**src/rtl/ram256_requester.sv**
```systemverilog
// ram256_requester: 64-bit core request port onto a 256-bit line RAM, with an optional
// single-line write-through read buffer.
module ram256_requester #(
  parameter int LINE_BUF = 1
) (
  input  logic         clk,
  input  logic         rst_n,
  input  logic         req_valid,
  output logic         req_ready,
  input  logic [63:0]  req_addr,
  input  logic         req_wen,
  input  logic [63:0]  req_wdata,
  input  logic [7:0]   req_wmask,
  output logic         resp_valid,
  input  logic         resp_ready,
  output logic [63:0]  resp_rdata,
  input  logic         buf_flush,
  output logic         ram_en,
  output logic [63:0]  ram_addr,
  output logic [255:0] ram_wdata,
  output logic [31:0]  ram_wmask,
  output logic         ram_wen,
  input  logic [255:0] ram_rdata
);
  typedef enum logic [1:0] {IDLE, ACCESS, RESP} state_t;
  state_t state, nxt;
  logic [63:0] a_q, wdata_q, rdata_q;
  logic [7:0] wmask_q;
  logic wen_q;
  logic [255:0] buf_data, merged;
  logic [58:0] buf_tag;
  logic buf_valid;
  logic accept, hit, tag_match;
  logic [1:0] slot;
  logic [31:0] line_mask;
  assign slot = a_q[4:3];
  assign req_ready = state == IDLE;
  assign accept = req_valid && req_ready;
  assign hit = (LINE_BUF != 0) && buf_valid && !req_wen && buf_tag == req_addr[63:5];
  assign tag_match = buf_valid && buf_tag == a_q[63:5];
  assign line_mask = {24'b0, wmask_q} << {slot, 3'b000};
  assign ram_en = state == ACCESS;
  assign ram_wen = ram_en && wen_q;
  assign ram_wmask = ram_wen ? line_mask : '0;
  assign ram_addr = {5'b0, a_q[63:5]};
  assign ram_wdata = {4{wdata_q}};
  assign resp_valid = state == RESP;
  assign resp_rdata = rdata_q;
  always_comb begin
    nxt = state == IDLE   ? (accept ? (hit ? RESP : ACCESS) : IDLE) :
          state == ACCESS ? RESP :
          state == RESP   ? (resp_ready ? IDLE : RESP) : IDLE;
  end
  // write-through merge: only the enabled bytes of the written word replace buffered bytes
  always_comb begin
    merged = buf_data;
    for (int i = 0; i < 32; i++)
      if (line_mask[i]) merged[8*i +: 8] = ram_wdata[8*i +: 8];
  end
  always_ff @(posedge clk or negedge rst_n) begin
    if (!rst_n) state <= IDLE;
    else state <= nxt;
  end
  always_ff @(posedge clk or negedge rst_n) begin
    if (!rst_n) begin
      a_q <= '0;
      wen_q <= 1'b0;
      wdata_q <= '0;
      wmask_q <= '0;
      rdata_q <= '0;
      buf_data <= '0;
      buf_tag <= '0;
      buf_valid <= 1'b0;
    end else begin
      if (accept) begin
        a_q <= req_addr;
        wen_q <= req_wen;
        wdata_q <= req_wdata;
        wmask_q <= req_wmask;
        if (hit) rdata_q <= buf_data[{req_addr[4:3], 6'b0} +: 64];
      end
      if (ram_en) begin
        rdata_q <= wen_q ? '0 : ram_rdata[{slot, 6'b0} +: 64];
        if (!wen_q && LINE_BUF != 0) begin
          buf_data <= ram_rdata;
          buf_tag <= a_q[63:5];
          buf_valid <= 1'b1;
        end else if (wen_q && tag_match) begin
          buf_data <= merged;
        end
      end
      // flush overrides a same-cycle fill or merge by dropping the valid bit
      if (buf_flush) buf_valid <= 1'b0;
    end
  end
endmodule

```
**config.mk**
```make
export PLATFORM = sky130hd
export DESIGN_NAME = ram256_requester
export DESIGN_NICKNAME = d
export VERILOG_FILES = /design/src/rtl/ram256_requester.sv
export SDC_FILE = /design/constraint.sdc
export NUM_CORES = 1
export LEC_CHECK = 0
export BUFFER_PORTS_ARGS = -buffer_cell sky130_fd_sc_hd__buf_2
export CORE_AREA = 2 2 314 316
export DETAILED_ROUTE_END_ITERATION = 12
export DIE_AREA = 0 0 316 318
export GPL_TIMING_DRIVEN = 1
export PLACE_DENSITY = 0.57
export SYNTH_ARGS = -nofsm -noshare
export SYNTH_HDL_FRONTEND = slang
export SYNTH_SLANG_ARGS = --single-unit
```
**constraint.sdc**
```tcl
create_clock -name clk -period 3.9 [get_ports clk]
set_clock_uncertainty 0.1 [all_clocks]
set_input_delay 1.17 -clock clk [delete_from_list [all_inputs] [get_ports clk]]
set_output_delay 1.17 -clock clk [all_outputs]
set_load 0.01 [all_outputs]
```
* Yosys cells after proc, flatten, opt, wreduce, memory -nomap -nowiden
Cells that the tools add are included.
Word-level totals: register bits 519, bits of input ports 398, output and inout bits 420, word-level logic and storage cells 176
Operators by class: equal/unequal tests 38, shift operators 3, multiplexer cells 48, bitwise gates (word level) 1, reduce and logical (&&, ||, !) cells 46
Operators with widths (number):
- two-way mux 256 bit | 2
- variable part select 256 x 9 -> 64 bit | 2
- two-way mux 64 bit | 4
- two-way mux 8 bit | 32
- equality test 59 bit | 2
- AND reduction 3 bit | 32
- != test 2 x 1 -> 1 bit, second input constant | 33
- two-way mux 32 bit | 1
- << shifter 8 x 5 -> 32 bit | 1
- two-way mux 2 bit | 6
- logical AND 1 bit | 6
- AND reduction 2 bit | 3
- nonzero test 2 bit | 3
- two-way mux 1 bit | 3
- equality test 2 x 1 -> 1 bit, second input constant | 1
- equality test 2 bit, second input constant | 1
- logical NOT 2 bit | 1
- != test 2 bit, second input constant | 1
- logical NOT 1 bit | 1
- inverter 1 bit | 1

* Longest topological paths before layout
Gate-level depths: netlist of the first run.
depth in word-level cells 6, mapped depth 9, depth with buffers taken out 8

* Least setup slack after synthesis of the first run
Ideal clock, no wire load.
kind input -> register, start point input port req_addr[22], end point register rdata_q[14], in the netlist resp_rdata[14], data arrival time 3163 ps, data required time 3675 ps, setup slack 512 ps, stages on the path 9, path through xnor2_1 > o221ai_1 > nor4_1 > nand4_1 > nor4_1 > a21o_1 > clkbuf_1 > buf_2 > mux2_2
On the way: word-level cells in the longest chain between the ends 4
RTL lines:
- from (decl) | RTL line 10 | input logic [63:0] req_addr,
- equality test 59 bit | RTL line 39 | assign hit = (LINE_BUF != 0) && buf_valid && !req_wen && buf_tag == req_addr[63:5];
- logical AND 1 bit | RTL line 39
- nonzero test 2 bit (no line)
- AND reduction 2 bit (no line)
- to (signal assigned) | RTL line 80 | if (hit) rdata_q <= buf_data[{req_addr[4:3], 6'b0} +: 64];
- to (signal assigned) | RTL line 83 | rdata_q <= wen_q ? '0 : ram_rdata[{slot, 6'b0} +: 64];
- to (decl) | RTL line 27 | logic [63:0] a_q, wdata_q, rdata_q;
Every way passes these cells. A chain may end at the register's enable or synchronous reset.

* Worst setup path in the final report of the first run
start point register state[1], end point output port ram_wmask[0]
On the way: word-level cells in the longest chain between the ends 3
RTL lines:
- from (decl) | RTL line 26 | state_t state, nxt;
- from (signal assigned) | RTL line 62 | else state <= nxt;
- equality test 2 x 1 -> 1 bit | RTL line 42 | assign ram_en = state == ACCESS;
- logical AND 1 bit | RTL line 43 | assign ram_wen = ram_en && wen_q;
- two-way mux 32 bit | RTL line 44 | assign ram_wmask = ram_wen ? line_mask : '0;
- to (decl) | RTL line 21 | output logic [31:0] ram_wmask,
Every way passes these cells.

==> metrics.md, run 1 <==
| Metric | Value |
|---|---|
| Worst Tran Pin Value | `roughly 1.2 ns` |
| Post-CTS Setup Inserts | `0` |
| Ranking of synthesized cells by area | `dfrtp_1, mux4_2, mux2_2, a221o_1, buf_4` |
| Clock Path Buffers | `3` |
| P_sw | `0.0110 W` |
| DIE WIDTH | `316 um` |
| Setup TNS | `0 ns` |
| Nets@finish | `3202` |
| Placed instance count | `4029` |
| Initial antenna violation count | `16` |
| Gate power share | `44.0%` |
| Antenna Nets Post-Route | `0` |
| Asr flop ratio synth | `100%` |
| Top cells by count, synth | `dfrtp_1, buf_4, mux2_2` |
| Required @ worst endpoint | `2.63 ns` |
| Power density cells | `829 nW/um2` |
| FMAX | `roughly 270 MHz` |
| Final setup fails | `0` |
| Sw Share | `38.7%` |
| Layout filler cell count | `between 9000 and 10000` |
| Row cnt | `115` |
| Syn Std Cell Area | `between 20000 and 30000 um2` |
| Clk_lat worst skew | `0.68 ns` |
| Initial Util | `just under 30%` |
| Leakage power | `16.2 nW` |
| Area Growth Syn to Fin | `21.8%` |
| WS Path Type | `flip-flop to output pin` |
| CP Max Fanout | `5` |
| Count leader, synth | `dfrtp_1` |
| Die Y-Extent | `318 um` |
| Routability cong. | `0.817` |
| Dpl hpwl | `73.2 mm` |
| GRT Resource Usage Total | `19.7%` |
| GR Util met1 | `25.6%` |
| Dpl ws | `between 0.05 and 0.06 ns` |
| Sequential share of power | `36.4%` |
| Synth Area in Compound Gates | `approximately 14%` |
| Max_slew headroom | `18.5%` |
| Root Buffer | `clkbuf_16` |
| Vias | `21400` |
| Int Power | `~0.017 W` |
| Met2 global-route usage | `roughly a third` |
| Post-CTS Resized | `1` |
| Fin crit share | `95.8%` |
| Yosys top cell area share | `45.7%` |
| Clk pwr share | `19.7%` |
| First-pass GRT wire length | `148 mm` |
| Die ar. | `100000 um2` |
| Worst ir drop on vdd | `about 0.47 mV` |
| Synth warnings | `0` |
| Vias per cell | `5.16` |
| Data arrival, critical path | `2.47 ns` |
| Htree depth | `2` |
| Core area | `97400 um2` |
| Routed WL | `102 mm` |
| DR DRC count | `0` |
| Sequential element share of the synthesized area | `45.7%` |
| Final Non-Filler Cells | `4146` |
| RSZ-0062 raised after global routing | `false` |
| CTS Buf Count | `60` |
| Top delay family on crit path | `simple AND/OR/NAND/NOR gates` |
| Predominant post-synthesis flop cell | `dfrtp_1` |
| CTS tree | `done` |
| Detailed Routing Iterations Pass 1 | `5` |
| Number of global-route vias before repair | `around 22000` |
| Mapped Avg Cell Area | `12.6 um2` |
| Hold buffers post-CTS | `0` |
| Synth area leader | `dfrtp_1` |
| I/O Pins | `818` |
| Cells after Synth | `2250` |
| Outcome | `completed` |
| Final Critical Period | `3.74 ns` |
| Adder-cell share of the synthesized area | `0%` |
| Simple-gate share of the synthesized area | `8.45%` |
| CP Launch Type | `flip-flop` |
| Port bufs | `809` |
| Final hold viol count | `0` |
| CP max stage cell | `dfrtp_1` |
| CP Cell Sequence | `nand2b_4 > inv_1 > nand2_2 > nor3_2 > buf_4 > and2_1 > buf_2` |
| Met3 usage | `3.99%` |
| Hold Path Class | `flip-flop to flip-flop` |
| Mux cell area share after synthesis | `19.8%` |
| Largest family of logic cells by synthesized area | `multiplexers` |
| FF+latch count, synth | `~520` |
| Initial DRC Count | `around 1500` |
| Total power | `0.0285 W` |
| Global route hottest layer | `met2` |
| Post-synth EDFFs | `0` |
| Final worst slack | `0.162 ns` |
| WP buf/inv | `3` |
| Clock Sinks | `516` |
| Wire per inst | `24.6 um` |
| Max-cap viol count | `0` |
| Synth cell types | `36` |
| Worst Setup End Kind | `output pin` |
| Post-Synth XOR/XNOR Area | `2.60%` |
| Max incr delay on CP | `0.39 ns` |
| Global route overflow | `0` |
| Fin. max-slew vios | `0` |
| CTS clk-pin slew, worst paths | `0.06 ns` |
| Layout cells sized above 1 | `47.9%` |
| Largest net degree at the start of global routing | `98` |
| Worst hold margin | `0.373 ns` |
==> registers in the layout (all words and copies together), names as in the netlist <==
register    count
buf_tag        59
buf_valid       1
buf_data      256
wen_q           1
state           2
resp_rdata     64
wmask_q         8
a_q            61
wdata_q        64
==> through the flow <==
step,instance area [um2],utilization (%)
after floorplan,28300,-
after detailed placement,32400,33.3
final,34400,35.3
after global placement,32400,33.3
after CTS,34400,35.3
after global routing,34400,35.3
==> power groups by stage <==
| stage | Clock, W | Sequential (W) | Combinational (W) |
|---|---|---|---|
| 3_5_place_dp | 0 | 0.0104 | 0.0126 |
| 2_1_floorplan | 0 | 0.00982 | 0.00970 |
| 5_1_grt | 0.00598 | 0.0107 | 0.0135 |
| 6_report | 0.00561 | 0.0104 | 0.0125 |
| 4_1_cts | 0.00577 | 0.0104 | 0.0127 |
| 3_3_place_gp | 0 | 0.0104 | 0.0126 |
==> cell type report <==
type                            count  area (um2)  share of cell area [%]
Timing Repair Buffer              894        5020                    14.6
Multi-Input combinational cell   1302       12800                    37.1
Tap cell                         1287        1610                    4.68
Inverter                           30         113                   0.327
Antenna cell                        9        22.5                  0.0654
Clock buffer                       94        1770                    5.14
Clock inverter                     14         178                   0.516
Sequential cell                   516       12900                    37.5
==> final timing paths <==
path | cells after the start | slack, ns | end | from
min reg2reg | 1 | 0.37 | buf_data[49]$_DFFE_PN0P_ | buf_data[49]$_DFFE_PN0P_
max | 7 | 0.16 | ram_wmask[0] | state[1]$_DFF_PN0_
max in group asynchronous | 2 | 2.30 | wdata_q[41]$_DFFE_PN0P_ | rst_n
max reg2reg | 9 | 0.46 | buf_data[247]$_DFFE_PN0P_ | a_q[16]$_DFFE_PN0P_
min | 1 | 0.37 | buf_data[49]$_DFFE_PN0P_ | buf_data[49]$_DFFE_PN0P_
min in group asynchronous | 1 | 0.38 | wdata_q[59]$_DFFE_PN0P_ | rst_n
==> layer usage <==
layer  share of wire (%)  wire length (um)
met5               0.066                67
met3                 6.7              6860
met1                  41             42300
met4                 3.3              3370
met2                  48             49400
==> cell families (layout without fill, tap and decap cells) <==
kind of cell	count (synthesis)	in the layout
simple gates	383	383
other cells	1	14
buf+inv	436	1032
mux	368	368
flops	516	516
xor+xnor	84	84
compound gates	462	462
==> cells in the final DEF (no fill, tap or decap), drive strengths merged, types with 7 or more instances in the layout <==
cell and n:
a21o 66, a21oi 32, a221o 192, a22o 129
and2 225, and3 64, buf 894, clkbuf 94
clkinv 12, dfrtp 516, diode 9, inv 31
mux2 240, mux4 128, nand2 19, nand4 16
nor2b 21, nor3 7, nor4 19, o21ai 18
o22ai 9, xnor2 51, xor2 33
Power figures use the tool's default switching activity.
==> inputs of run 2 (changes only) <==
- RECOVER_POWER: default -> 50
==> run 2 against run 1 <==
Compared with the run above: sequential share of layout area increased by 0.27 points; register-to-register slack got worse by 0.11 ns; critical endpoint unchanged; total power decreased by 0.15%; combinational power about the same; largest cell class unchanged; core utilization decreased by 0.25 points; critical path type unchanged; the run now ends with max-capacitance violations, max-slew violations left; cell area decreased by 0.71%.
==> metrics.md, run 2 (same netlist as run 1, synthesis figures left out) <==
| Metric | Value |
|---|---|
| Hold Path End | `buf_data[49]$_DFFE_PN0P_ (unchanged)` |
| Most frequent cells in the layout | `buf_2, dfrtp_1, mux2_2 (unchanged)` |
| Final setup fails | `0 (unchanged)` |
| Outcome | `complete, but fails checks (was completed)` |
| Htree depth | `2 (unchanged)` |
| Clk_lat worst skew | `0.67 ns (was 0.68 ns)` |
| Data arrival, critical path | `2.52 ns (was 2.47 ns)` |
| Final core occ | `35.1% (was 35.3%)` |
| Port bufs | `809 (unchanged)` |
| Final Non-Filler Cells | `4147 (was 4146)` |
| Top delay family on crit path | `simple AND/OR/NAND/NOR gates (unchanged)` |
| Clock Sinks | `516 (unchanged)` |
| CTS clk-pin slew, worst paths | `0.06 ns (about the same)` |
| Row cnt | `115 (unchanged)` |
| Hold buffers post-CTS | `0 (unchanged)` |
| Most common cell after layout, fill and taps aside | `buf_2 (unchanged)` |
| Number of global-route vias before repair | `22000 (unchanged)` |
| CP max stage cell | `dfrtp_1 (unchanged)` |
| WP buf/inv | `3 (unchanged)` |
| Antenna Nets Post-Route | `0 (unchanged)` |
| Post-route cell area | `34200 um2 (was 34400 um2)` |
| CP Launch Type | `flip-flop (unchanged)` |
| Initial DRC Count | `1606 (was 1502)` |
| Largest net degree at the start of global routing | `98 (unchanged)` |
| Crit path depth | `7 (unchanged)` |
| Reg with most FFs | `buf_data (unchanged)` |
| RSZ-0062 raised after global routing | `false (unchanged)` |
| Die ar. | `100000 um2 (unchanged)` |
| Core area | `97400 um2 (unchanged)` |
| Layout cells sized above 1 | `46.5% (was 47.9%)` |
| Worst ir drop on vdd | `0.469 mV (was 0.467 mV)` |
| CP Cell Sequence | `nand2b_4 > inv_1 > nand2_2 > nor3_2 > buf_4 > and2_1 > buf_2 (unchanged)` |
| R2R cell count | `5 (was 9)` |
| First-pass GRT wire length | `148 mm (unchanged)` |
| FMAX | `264 MHz (was 268 MHz)` |
| GRT Resource Usage Total | `19.7% (unchanged)` |
| Detailed Routing Iterations Pass 1 | `7 (was 5)` |
| Failing checks | `max-capacitance violations, max-slew violations` |
| Fin. max-slew vios | `169 (was 0)` |
| Final hold viol count | `0 (unchanged)` |
| Root Buffer | `clkbuf_16 (unchanged)` |
| Worst Setup End Kind | `output pin (unchanged)` |
| DR DRC count | `0 (unchanged)` |
| Routability cong. | `0.817 (unchanged)` |
| Critical R2R Launch | `wen_q$_DFFE_PN0P_ (was a_q[16]$_DFFE_PN0P_)` |
| Reg2reg setup slack | `0.35 ns (was 0.46 ns)` |
| Vias | `21500 (was 21400)` |
| Required @ worst endpoint | `2.63 ns (about the same)` |
| Clock Path Buffers | `3 (unchanged)` |
| Initial Util | `29.0% (unchanged)` |
| Max incr delay on CP | `0.39 ns (about the same)` |
| Power density cells | `834 nW/um2 (was 829 nW/um2)` |
| WS Path Type | `flip-flop to output pin (unchanged)` |
| Vias per cell | `5.18 (was 5.16)` |
| Final Critical Period | `3.79 ns (was 3.74 ns)` |
| Nets@finish | `3202 (unchanged)` |
| CTS Buf Count | `60 (unchanged)` |
| Worst hold margin | `0.373 ns (about the same)` |
| Number of cells on the worst hold path | `1 (unchanged)` |
| Wire per inst | `24.6 um (about the same)` |
| DIE WIDTH | `316 um (unchanged)` |
| CP Max Fanout | `5 (unchanged)` |
| Placed inst area | `32400 um2 (unchanged)` |
| R2R Path End | `buf_data[68]$_DFFE_PN0P_ (was buf_data[247]$_DFFE_PN0P_)` |
| Dpl hpwl | `73.2 mm (unchanged)` |
| Max reg flops | `256 (unchanged)` |
| Fin crit share | `97.1% (was 95.8%)` |
| Setup TNS | `0 ns (unchanged)` |
| Max-cap viol count | `2 (was 0)` |
| CTS tree | `done (unchanged)` |
| Sequential Area | `12900 um2 (unchanged)` |
| Leakage power | `16.0 nW (was 16.2 nW)` |
| Area Growth Syn to Fin | `20.9% (was 21.8%)` |
| Hold Startpoint | `buf_data[49]$_DFFE_PN0P_ (unchanged)` |
| Worst Tran Pin Value | `2.13 ns (was 1.22 ns)` |
| Post-CTS Setup Inserts | `0 (unchanged)` |
| Placed instance count | `4029 (unchanged)` |
| Die Y-Extent | `318 um (unchanged)` |
| Footprint of the multi-input gates | `12800 um2 (about the same)` |
| Initial antenna violation count | `16 (unchanged)` |
| Layout filler cell count | `9701 (was 9657)` |
| Max_slew headroom | `-42.1% (was 18.5%)` |
| I/O Pins | `818 (unchanged)` |
| Hold Path Class | `flip-flop to flip-flop (unchanged)` |
| Global route overflow | `0 (unchanged)` |
| Routed WL | `102 mm (about the same)` |
run 2: cell count changes in the layout (fill, tap and decap cells not counted):
cell	change
buf_12	-10
mux2_1	+2
clkbuf_1	+38
buf_4	-17
and2_0	+1
buf_8	-1
diode_2	+1
buf_2	-26
clkbuf_4	+2
and2_4	-1
clkbuf_2	+14
mux2_2	-2
run 2: per-stage QoR:
step | power (W) | worst slack, ns
2_1_floorplan | 0.0195 | 0.512
3_3_place_gp | 0.0229 | 0.0451
3_5_place_dp | 0.0231 | 0.0547
4_1_cts | 0.0288 | 0.0501
5_1_grt | 0.0302 | 0.0132
6_report | 0.0285 | 0.114
run 2: where the power goes:
group          switching (W)  total, W  internal [W]
Combinational        0.00616    0.0125       0.00633
Clock                0.00243   0.00561       0.00318
Sequential           0.00246    0.0104       0.00793
run 2: how the worst max path moves through the flow:
stage | start | to | slack (ns)
after global placement | req_addr[36] | resp_rdata[16]$_DFFE_PN0P_ | 0.05
after detailed placement | req_addr[36] | resp_rdata[45]$_DFFE_PN0P_ | 0.05
after CTS | state[1]$_DFF_PN0_ | ram_wmask[0] | 0.05
after global routing | rst_n | wdata_q[20]$_DFFE_PN0P_ | 0.01
after floorplan | req_addr[22] | resp_rdata[14]$_DFFE_PN0P_ | 0.51
final | state[1]$_DFF_PN0_ | ram_wmask[0] | 0.11
run 2: area by class of cell:
| cell class | count | share of cell area (%) |
|---|---|---|
| sequential | 516 | 37.8 |
| multi-input combinational | 1302 | 37.4 |
| antenna | 10 | 0.0732 |
| tap | 1287 | 4.71 |
| timing repair buffer | 894 | 14.0 |
| clock buffer | 94 | 5.18 |
| clock inverter | 14 | 0.520 |
| inverter | 30 | 0.330 |
run 2: worst reg2reg max path, cell delays in order, from the launching register on:
cell and delay [ns]:
dfrtp_4 0.41, buf_4 0.69, nor2_4 0.18, clkbuf_2 1.10
and2_1 0.67, a221o_1 0.27
run 2: routing by layer:
layer  global-route usage [%]  share of wire (%)  vias up
li1                         -                  -     9371
met5                        0              0.071        -
met2                     32.4                 48      960
met4                     7.01                3.3       12
met1                     25.6                 41    11000
met3                     3.99                7.0      149
run 2: timing repair:
item | in CTS | in global routing
endpoints found under the hold margin | 0 | 0
setup endpoints to repair | 2 | 0
resized for setup | 1 | 0
